### config.mk
export PLATFORM = sky130hd
export DESIGN_NAME = udp_send_mux
export DESIGN_NICKNAME = d
export VERILOG_FILES = /design/src/rtl/udp_send_mux_pkg.sv /design/src/rtl/udp_send_mux_rr_arbiter.sv /design/src/rtl/udp_send_mux.sv
export SDC_FILE = /design/constraint.sdc
export NUM_CORES = 1
export LEC_CHECK = 0
export CORE_MARGIN = 4
export CORE_UTILIZATION = 43
export DETAILED_ROUTE_END_ITERATION = 6
export PLACE_DENSITY = 0.83
export SYNTH_ARGS = -nofsm -noshare
export SYNTH_HDL_FRONTEND = slang
export SYNTH_SLANG_ARGS = --single-unit
### constraint.sdc
create_clock -name clock -period 3.45 [get_ports clock]
set_input_delay 1.035 -clock clock [delete_from_list [all_inputs] [get_ports clock]]
set_output_delay 1.035 -clock clock [all_outputs]
set_load 0.005 [all_outputs]
### src/rtl/udp_send_mux_pkg.sv
// Shared definitions for the UDP transmit framer: header size, default
// payload limit, FSM state encoding and the header byte selector.
package udp_send_mux_pkg;

    localparam int UDP_HDR_LEN     = 8;
    localparam int MAX_LEN_DEFAULT = 1472;

    typedef enum logic [2:0] {
        ST_IDLE  = 3'd0,
        ST_ARB   = 3'd1,
        ST_OFFER = 3'd2,
        ST_HDR   = 3'd3,
        ST_PAY   = 3'd4
    } state_t;

    // Byte idx of the 8-byte UDP header, fields MSB first; checksum is zero.
    function automatic logic [7:0] hdr_byte(input logic [15:0] src_port,
                                            input logic [15:0] dst_port,
                                            input logic [15:0] udp_len,
                                            input logic [2:0]  idx);
        logic [7:0] b;
        case (idx)
            3'd0:    b = src_port[15:8];
            3'd1:    b = src_port[7:0];
            3'd2:    b = dst_port[15:8];
            3'd3:    b = dst_port[7:0];
            3'd4:    b = udp_len[15:8];
            3'd5:    b = udp_len[7:0];
            default: b = 8'h00;
        endcase
        return b;
    endfunction

endpackage

### src/rtl/udp_send_mux_rr_arbiter.sv
// Round-robin arbiter: grants the first requester at or after the pointer
// and moves the pointer past the winner when advance is pulsed.
module rr_arbiter #(
    parameter int N  = 4,
    parameter int IW = (N > 1) ? $clog2(N) : 1
) (
    input  logic          clock,
    input  logic          reset,
    input  logic [N-1:0]  req,
    input  logic          advance,
    output logic [N-1:0]  grant,
    output logic [IW-1:0] grant_idx
);

    logic [IW-1:0] ptr_q, ptr_d;
    logic [IW-1:0] cand;
    logic          found;
    int            idx;

    // Scan requesters starting at the pointer, wrapping past N-1.
    // NOTE: every signal written here gets a default first, so no latch is inferred.
    always_comb begin
        grant     = '0;
        grant_idx = '0;
        found     = 1'b0;
        idx       = 0;
        cand      = '0;
        for (int k = 0; k < N; k++) begin
            idx = int'(ptr_q) + k;
            if (idx >= N) idx = idx - N;
            cand = IW'(idx);
            if (!found && req[cand]) begin
                found           = 1'b1;
                grant[cand]     = 1'b1;
                grant_idx       = cand;
            end
        end
        ptr_d = ptr_q;
        if (advance && found) begin
            ptr_d = (int'(grant_idx) == N - 1) ? '0 : grant_idx + IW'(1);
        end
    end

    // Pointer register; channel 0 has top priority out of reset.
    // NOTE: reset is synchronous active-low, so it lives inside the clocked block,
    //       and flops use non-blocking assignments so all see pre-edge values.
    always_ff @(posedge clock) begin
        if (!reset) ptr_q <= '0;
        else        ptr_q <= ptr_d;
    end

endmodule

### src/rtl/udp_send_mux.sv
// Multi-channel UDP transmit framer: picks a channel round-robin, offers the
// packet length to the IP layer, then streams the UDP header and the
// channel's payload one byte per clock. ch_data is the head of the channel
// FIFO; the byte present while ch_rd is high is captured into data_out on
// that edge and the FIFO advances.
module udp_send_mux
    import udp_send_mux_pkg::*;
#(
    parameter int NUM_CH  = 4,
    parameter int MAX_LEN = MAX_LEN_DEFAULT
) (
    input  logic                 clock,
    input  logic                 reset,
    input  logic [15:0]          local_port,
    input  logic [NUM_CH-1:0]    ch_req,
    input  logic [16*NUM_CH-1:0] ch_length,
    input  logic [8*NUM_CH-1:0]  ch_port_id,
    input  logic [16*NUM_CH-1:0] ch_dest_port,
    input  logic [8*NUM_CH-1:0]  ch_data,
    output logic [NUM_CH-1:0]    ch_rd,
    output logic [NUM_CH-1:0]    ch_grant,
    output logic                 pkt_ready,
    input  logic                 tx_go,
    output logic                 active,
    output logic [7:0]           data_out,
    output logic [15:0]          length_out,
    output logic                 len_err
);

    localparam int          IW        = (NUM_CH > 1) ? $clog2(NUM_CH) : 1;
    localparam logic [15:0] MAX_LEN16 = 16'(MAX_LEN);
    localparam logic [15:0] HDR_LEN16 = 16'(UDP_HDR_LEN);

    // Per-channel views of the flattened input buses.
    logic [15:0] len_arr  [NUM_CH];
    logic [7:0]  port_arr [NUM_CH];
    logic [15:0] dst_arr  [NUM_CH];
    logic [7:0]  data_arr [NUM_CH];

    for (genvar i = 0; i < NUM_CH; i++) begin : g_unpack
        assign len_arr[i]  = ch_length[i*16 +: 16];
        assign port_arr[i] = ch_port_id[i*8 +: 8];
        assign dst_arr[i]  = ch_dest_port[i*16 +: 16];
        assign data_arr[i] = ch_data[i*8 +: 8];
    end

    state_t              state_q, state_d;
    logic [IW-1:0]       sel_q, sel_d;
    logic [NUM_CH-1:0]   grant_q, grant_d;
    logic [NUM_CH-1:0]   rd_q, rd_d;
    logic [15:0]         cnt_q, cnt_d;
    logic [15:0]         pay_len_q, pay_len_d;
    logic [15:0]         src_port_q, src_port_d;
    logic [15:0]         dst_port_q, dst_port_d;
    logic [15:0]         length_out_q, length_out_d;
    logic                pkt_ready_q, pkt_ready_d;
    logic                active_q, active_d;
    logic [7:0]          data_out_q, data_out_d;
    logic                len_err_q, len_err_d;

    logic [15:0]         req_len;
    logic [15:0]         clamp_len;
    logic                last_pay;
    logic                arb_advance;
    logic [NUM_CH-1:0]   arb_grant;
    logic [IW-1:0]       arb_idx;

    // The pointer moves on the cycle that commits a grant into ARB.
    assign arb_advance = (state_q == ST_IDLE) && (|ch_req);

    rr_arbiter #(
        .N  (NUM_CH),
        .IW (IW)
    ) u_arb (
        .clock     (clock),
        .reset     (reset),
        .req       (ch_req),
        .advance   (arb_advance),
        .grant     (arb_grant),
        .grant_idx (arb_idx)
    );

    // Next-state, latches and output stream for the framing FSM.
    always_comb begin
        state_d      = state_q;
        sel_d        = sel_q;
        grant_d      = grant_q;
        rd_d         = '0;
        cnt_d        = cnt_q;
        pay_len_d    = pay_len_q;
        src_port_d   = src_port_q;
        dst_port_d   = dst_port_q;
        length_out_d = length_out_q;
        pkt_ready_d  = pkt_ready_q;
        active_d     = active_q;
        data_out_d   = data_out_q;
        len_err_d    = 1'b0;
        req_len      = len_arr[sel_q];
        clamp_len    = req_len;
        last_pay     = (cnt_q + 16'd1) >= pay_len_q;

        unique case (state_q)
            ST_IDLE: begin
                if (|ch_req) begin
                    state_d = ST_ARB;
                    sel_d   = arb_idx;
                    grant_d = arb_grant;
                end
            end

            ST_ARB: begin
                if (req_len > MAX_LEN16) begin
                    clamp_len = MAX_LEN16;
                    len_err_d = 1'b1;
                end
                pay_len_d    = clamp_len;
                length_out_d = clamp_len + HDR_LEN16;
                src_port_d   = local_port + {8'd0, port_arr[sel_q]};
                dst_port_d   = dst_arr[sel_q];
                pkt_ready_d  = 1'b1;
                state_d      = ST_OFFER;
            end

            ST_OFFER: begin
                if (tx_go) begin
                    state_d     = ST_HDR;
                    pkt_ready_d = 1'b0;
                    active_d    = 1'b1;
                    cnt_d       = '0;
                    data_out_d  = hdr_byte(src_port_q, dst_port_q, length_out_q, 3'd0);
                end
            end

            ST_HDR: begin
                // cnt_q[2:0] is the header byte currently on data_out.
                if (cnt_q[2:0] != 3'd7) begin
                    cnt_d      = cnt_q + 16'd1;
                    data_out_d = hdr_byte(src_port_q, dst_port_q, length_out_q,
                                          cnt_q[2:0] + 3'd1);
                    if (cnt_q[2:0] == 3'd6 && pay_len_q != 16'd0) rd_d = grant_q;
                end else if (pay_len_q == 16'd0) begin
                    state_d    = ST_IDLE;
                    active_d   = 1'b0;
                    grant_d    = '0;
                    data_out_d = 8'h00;
                end else begin
                    state_d    = ST_PAY;
                    cnt_d      = '0;
                    data_out_d = data_arr[sel_q];
                    if (pay_len_q > 16'd1) rd_d = grant_q;
                end
            end

            ST_PAY: begin
                // cnt_q is the payload byte currently on data_out.
                if (!last_pay) begin
                    cnt_d      = cnt_q + 16'd1;
                    data_out_d = data_arr[sel_q];
                    if ((cnt_q + 16'd2) < pay_len_q) rd_d = grant_q;
                end else begin
                    state_d    = ST_IDLE;
                    active_d   = 1'b0;
                    grant_d    = '0;
                    data_out_d = 8'h00;
                end
            end

            default: state_d = ST_IDLE;
        endcase
    end

    // State and output registers; reset aborts any packet in flight.
    always_ff @(posedge clock) begin
        if (!reset) begin
            state_q      <= ST_IDLE;
            sel_q        <= '0;
            grant_q      <= '0;
            rd_q         <= '0;
            cnt_q        <= '0;
            pay_len_q    <= '0;
            src_port_q   <= '0;
            dst_port_q   <= '0;
            length_out_q <= '0;
            pkt_ready_q  <= 1'b0;
            active_q     <= 1'b0;
            data_out_q   <= 8'h00;
            len_err_q    <= 1'b0;
        end else begin
            state_q      <= state_d;
            sel_q        <= sel_d;
            grant_q      <= grant_d;
            rd_q         <= rd_d;
            cnt_q        <= cnt_d;
            pay_len_q    <= pay_len_d;
            src_port_q   <= src_port_d;
            dst_port_q   <= dst_port_d;
            length_out_q <= length_out_d;
            pkt_ready_q  <= pkt_ready_d;
            active_q     <= active_d;
            data_out_q   <= data_out_d;
            len_err_q    <= len_err_d;
        end
    end

    assign ch_rd      = rd_q;
    assign ch_grant   = grant_q;
    assign pkt_ready  = pkt_ready_q;
    assign active     = active_q;
    assign data_out   = data_out_q;
    assign length_out = length_out_q;
    assign len_err    = len_err_q;

endmodule
==> Yosys cells after proc, flatten, opt, wreduce, memory -nomap -nowiden <==
Cells that the tools add are included.
{ "word_totals": {"ff_bits": 106, "word_cells": 180} }
{ "classes": {"n_addsub": 13, "magnitude_cmp": 17, "eq_ne": 19, "mux": 84, "bitwise": 4, "n_reduce_logical": 29} }
{ "ops": {"columns": ["operator", "n"], "rows": [
  ["$mux 16", 10],
  ["$bmux 16 s2", 2],
  ["$mux 8", 8],
  ["$mux 4", 14],
  ["$pmux 16 s3", 1],
  ["$pmux 8 s6", 1],
  ["$bmux 8 s2", 2],
  ["$pmux 8 s3", 1],
  ["$mux 1", 18],
  ["$mux 2", 9],
  ["$add 16x1->16 const B", 1],
  ["$add 16x2->16 const B", 1],
  ["$add 16x4->16 const B", 1],
  ["$add 16x8->16", 1],
  ["$ge 16x16->1", 1],
  ["$gt 16x1->1 const B", 1],
  ["$gt 16x11->1 const B", 1],
  ["$logic_not 16->1", 1],
  ["$lt 16x16->1", 1],
  ["$reduce_bool 16->1", 1],
  ["$mux 3", 5],
  ["$pmux 3 s5", 1],
  ["$eq 3x2->1 const B", 4],
  ["$eq 3x3->1 const B", 4],
  ["other kinds (31)", 76]
]} }

==> Logic depth before layout (Yosys ltp) <==
{ "depth": {"ltp_word": 16, "ltp_mapped": 16, "depth_no_buf": 14} }

==> Modules after synthesis <==
From an unflattened synthesis, not the netlist that was laid out.
{ "hier_totals": {"cells_unflattened": 924, "area_unflattened_um2": 7977.7} }
{ "modules_own_cells": {"columns": ["mod", "instances", "cells_each", "area_per_inst_um2", "seq_area_each_um2"], "rows": [
  ["udp_send_mux", 1, 849, 7382.1, 2021.9],
  ["rr_arbiter", 1, 75, 595.6, 40.0]
]} }

==> Worst setup path before layout <==
No wires, ideal clock.
{ "synth_timing": {"kind": "flip-flop to flip-flop", "from": "register cnt_q[1]", "to": "register cnt_q[12]", "setup_ns": 0.074, "arrival_ns": 3.432, "required_ns": 3.376, "path_slack_ns": -0.056, "stages_incl_launch_ff": 17, "n_path_buf": 2, "period_less_slack_ns": 3.506, "path_cell_list": "dfxtp_1 ha_1 and3_1 nand3_1 or2_2 nor2_1 nand3_1 xnor2_1 ha_1 a21o_1 a21oi_1 and3_1 o21ai_0 clkbuf_1 clkbuf_1 o211ai_1 o21ai_0"} }
{ "synth_via": {"elab_chain_cells": 4} }
{ "synth_rtl": {"columns": ["item", "line", "text"], "rows": [
  ["start: declaration", "udp_send_mux.sv:51", "logic [15:0] cnt_q, cnt_d;"],
  ["start signal: assignment", "udp_send_mux.sv:193", "cnt_q <= cnt_d;"],
  ["$add 16x1->16", "udp_send_mux.sv:100, udp_send_mux.sv:137, udp_send_mux.sv:157", null],
  ["$ge 16x16->1", "udp_send_mux.sv:100", "last_pay = (cnt_q + 16'd1) >= pay_len_q;"],
  ["$ne 2x2->1 (no source line)", null, null],
  ["$reduce_and 4->1 (no source line)", null, null]
]} }
Parallel ways exist; a longest one is shown, timed or not. The select of a mux whose other input is x is not followed.
A chain may end at the register's enable or synchronous reset.

==> Worst setup path after layout <==
{ "layout_timing": {"from": "input ch_length[4]", "to": "register length_out_q[9] (netlist: length_out[9])"} }
{ "layout_via": {"elab_chain_cells": 7} }
{ "layout_rtl": {"columns": ["item", "line", "text"], "rows": [
  ["start: declaration", "udp_send_mux.sv:16", "input logic [16*NUM_CH-1:0] ch_length,"],
  ["$bmux 16 s2 (*)", "udp_send_mux.sv:98", "req_len = len_arr[sel_q];"],
  ["$mux 16 (implied by the code) (*) (2 in a row)", "udp_send_mux.sv:98", null],
  ["$gt 16x11->1", "udp_send_mux.sv:112", "if (req_len > MAX_LEN16) begin"],
  ["$mux 16 (*)", "udp_send_mux.sv:112", null],
  ["$mux 16 (*)", "udp_send_mux.sv:102", "unique case (state_q)"],
  ["$add 16x4->16 (*)", "udp_send_mux.sv:117", "length_out_d = clamp_len + HDR_LEN16;"],
  ["end signal: assignment", "udp_send_mux.sv:197", "length_out_q <= length_out_d;"],
  ["end: declaration", "udp_send_mux.sv:55", "logic [15:0] length_out_q, length_out_d;"]
]} }
Mark *: on every way between the ends. The rest lies on a longest branch, timed or not. The select of a mux whose other input is x is not followed.

==> qor.csv <==
metric;value;unit
crit_type;input pin to flip-flop;
rsz0062_at_grt;yes;
syn2layout_area_growth;48.0;%
power.leakage;4.26;nW
holdPathEnd;src_port_q[7];
fin_crit_sh;99.2;%
viasPerCell;5.80;
remaining_drc_errors;0;
clk_latency;0.37;ns
use_met1;29.7;%
hold_viol;0;
cts_tree;yes;
hold_buffers;0;
num_rows;48;
whs_path_depth;2;
grt_use_met2;46.2;%
cp.arrival;3.71;ns
yosysSeqAreaShare;27.5;%
grt_pass1_wl;40100;µm
hold_path_class;flip-flop to flip-flop;
tns;0;ns
coreArea;17200;µm²
hp-start;src_port_q[7];
syn_avg_cell_area;8.44;µm²
grt_max_degree;70;
max_cap_violations;0;
async_flop_share;0;%
ys_types;62;
syn_nets;1161;
start_kind;input pin;
worstMarginPinSlew;0.979;ns
fin_nets;1435;
die_w;140;µm
holdWs;0.458;ns
grt_util_met3;4.57;%
layout-drive-gt1-share;15.8;%
ant_nets;0;
antenna_found_initial;0;
synth_top_area_cell;dfxtp_1;
dp_hpwl;20600;µm
r2r_start;cnt_q[1];
syn_inst;889;
portBuffers;249;
design_area;11100;µm²
ir_drop;0.245;mV
grt_pass1_vias;7945;
dr.pass1.iters;7;
r2r-end;cnt_q[0];
finalCoreUtilization;64.6;%
start_util;43.7;%
crit_fanout;4;
r2r_slack;0.08;ns
synth_top_cell_area_share;27.5;%
netlist_area;7500;µm²
via_count;8075;
setup_viol;0;
synth_ff_type;dfxtp_1;
io_pins;250;
crit_path_end_kind;flip-flop;
synth-edff-count;0;
cts_buffer_depth;2;
reg2reg_depth;16;
die_area;19600;µm²
critical_path.startpoint;ch_length[4];
synthTopCellsByArea;dfxtp_1, mux4_2, ha_1, a21oi_1, nand2_1;
clock.fmax;292;MHz
diodes;0;
clk_pin_slew;0.09;ns
gp_congestion;0.930;
root_buffer;clkbuf_16;
wl_per_cell;18.7;µm
grt-busiest-layer;met2;
grtUsageTotal;25.4;%
status;finished, final reports clean;
placed_cell_area;10600;µm²
drt_iter0_drc;577;
wirelength;26000;µm
post-route-min-period;3.42;ns
fp.dieH;140;µm
finClkSkew;0.00976;ns
p_total;0.00462;W
cts_buffers;9;
grt_overflow;0;
worstPathRequired;3.74;ns
slew_viol_final;0;
h-tree-depth;3;
synth-seq-cells;103;
p_per_area;416;nW/µm²
ys_warn_count;0;
slew_headroom;33.9;%
clock_sinks;103;
==> synth_stat cells, types with 6 or more instances <==
cell,n
a22oi_1,16
nand3_1,41
nand2_1,111
o211ai_1,7
nand4_1,16
nor4_1,8
nor3_1,17
dfxtp_1,103
a21oi_1,90
a21o_1,12
mux4_2,43
clkbuf_1,54
nor2_1,53
o21ai_0,59
a211oi_1,9
a221oi_1,15
or4_1,6
and3_1,13
xor2_1,11
xnor2_1,34
ha_1,56
inv_1,32
==> final cells by class <==
type | count | area, µm²
Clock inverter | 7 | 81.3
Sequential cell | 103 | 2070
Tap cell | 225 | 282
Inverter | 33 | 124
Fill cell | 1416 | 6070
Multi-Input combinational cell | 685 | 5190
Clock buffer | 9 | 225
Timing Repair Buffer | 331 | 3130
==> kinds of logic after synthesis <==
logic type	after synthesis	synth area share (%)
simple gates	290	18.1
flops	103	27.5
fa+ha+maj	57	9.60
compound gates	242	19.9
mux	51	14.3
xor+xnor	45	5.25
buf+inv	101	5.44
==> worst max-delay path by stage <==
stage	endpoint	slack [ns]	cells after the start
after floorplan	cnt_q[13]	0.03	15
after global placement	length_out[9]	-0.40	12
after detailed placement	length_out[9]	-0.45	12
after CTS	cnt_q[0]	0.01	16
after global routing	cnt_q[3]	-0.07	16
final	length_out[9]	0.03	12
==> cells in the final DEF, fill, tap and decap left out, types with 3 or more instances in the layout <==
| cell type | netlist | routed |
|---|---|---|
| clkdlybuf4s50_1 | 0 | 239 |
| nand2_1 | 111 | 111 |
| dfxtp_1 | 103 | 100 |
| a21oi_1 | 90 | 87 |
| buf_4 | 4 | 81 |
| o21ai_0 | 59 | 58 |
| ha_1 | 56 | 55 |
| nor2_1 | 53 | 51 |
| mux4_2 | 43 | 44 |
| nand3_1 | 41 | 39 |
| inv_1 | 32 | 32 |
| xnor2_1 | 34 | 32 |
| nor3_1 | 17 | 16 |
| nand4_1 | 16 | 16 |
| a22oi_1 | 16 | 16 |
| a221oi_1 | 15 | 15 |
| and3_1 | 13 | 12 |
| a21o_1 | 12 | 12 |
| xor2_1 | 11 | 11 |
| clkbuf_16 | 0 | 9 |
| nor4_1 | 8 | 8 |
| o211ai_1 | 7 | 7 |
| dlymetal6s2s_1 | 0 | 6 |
| or4_1 | 6 | 5 |
| a211oi_2 | 1 | 5 |
| a211oi_1 | 9 | 5 |
| nor2b_1 | 5 | 5 |
| o21a_1 | 5 | 5 |
| mux2_2 | 5 | 5 |
| o22ai_1 | 5 | 5 |
| a31oi_1 | 5 | 4 |
| a222oi_1 | 4 | 4 |
| o41ai_1 | 3 | 3 |
| a21oi_2 | 0 | 3 |
| dlygate4sd2_1 | 0 | 3 |
==> state kept, by name, indices dropped and copies added (netlist names), named ones only <==
signal / flops
ch_rd: 4
active: 1
length_out: 13
src_port_q: 16
data_out: 8
u_arb.ptr_q: 1
dst_port_q: 16
pay_len_q: 16
state_q: 3
cnt_q: 16
ch_grant: 4
sel_q: 2
pkt_ready: 1
len_err: 1
==> per-stage QoR <==
step | setup WS [ns] | std cells
final | 0.0279 | 1393
after global routing | -0.0702 | 1393
after CTS | 0.00951 | 1389
after detailed placement | -0.450 | 1372
after global placement | -0.398 | 1372
after floorplan | 0.0261 | 889
==> where the power goes <==
part           internal, W  leakage [nW]  switching, W
clock network     0.000520         0.150      0.000545
logic              0.00112          3.27      0.000954
registers          0.00131         0.841      0.000171
==> what timing repair did <==
| item | CTS | global route |
|---|---|---|
| endpoints found under the setup margin | 17 | 33 |
| setup buffers | 1 | 4 |
| endpoints found under the hold margin | 0 | 0 |
| pin swaps | 8 | 13 |
| resized for setup | 17 | 25 |
==> worst max-delay path, cell delays in order <==
cell and delay (ns):
clkdlybuf4s50_1 0.43, mux4_2 0.48, or4_4 0.50, nor3_4 0.13, o311a_4 0.22, and2_4 0.16, ha_4 0.15, nand3_4 0.08
nor2_4 0.10, xor2_1 0.18, nand3_1 0.10, a21oi_1 0.15
==> layer usage <==
| layer | wire length (µm) | up-vias |
|---|---|---|
| met5 | 0 | - |
| met2 | 13700 | 325 |
| li1 | - | 3824 |
| met1 | 9970 | 3870 |
| met3 | 1470 | 56 |
| met4 | 814 | 0 |
Note: power is estimated with default switching activity, not from simulation.
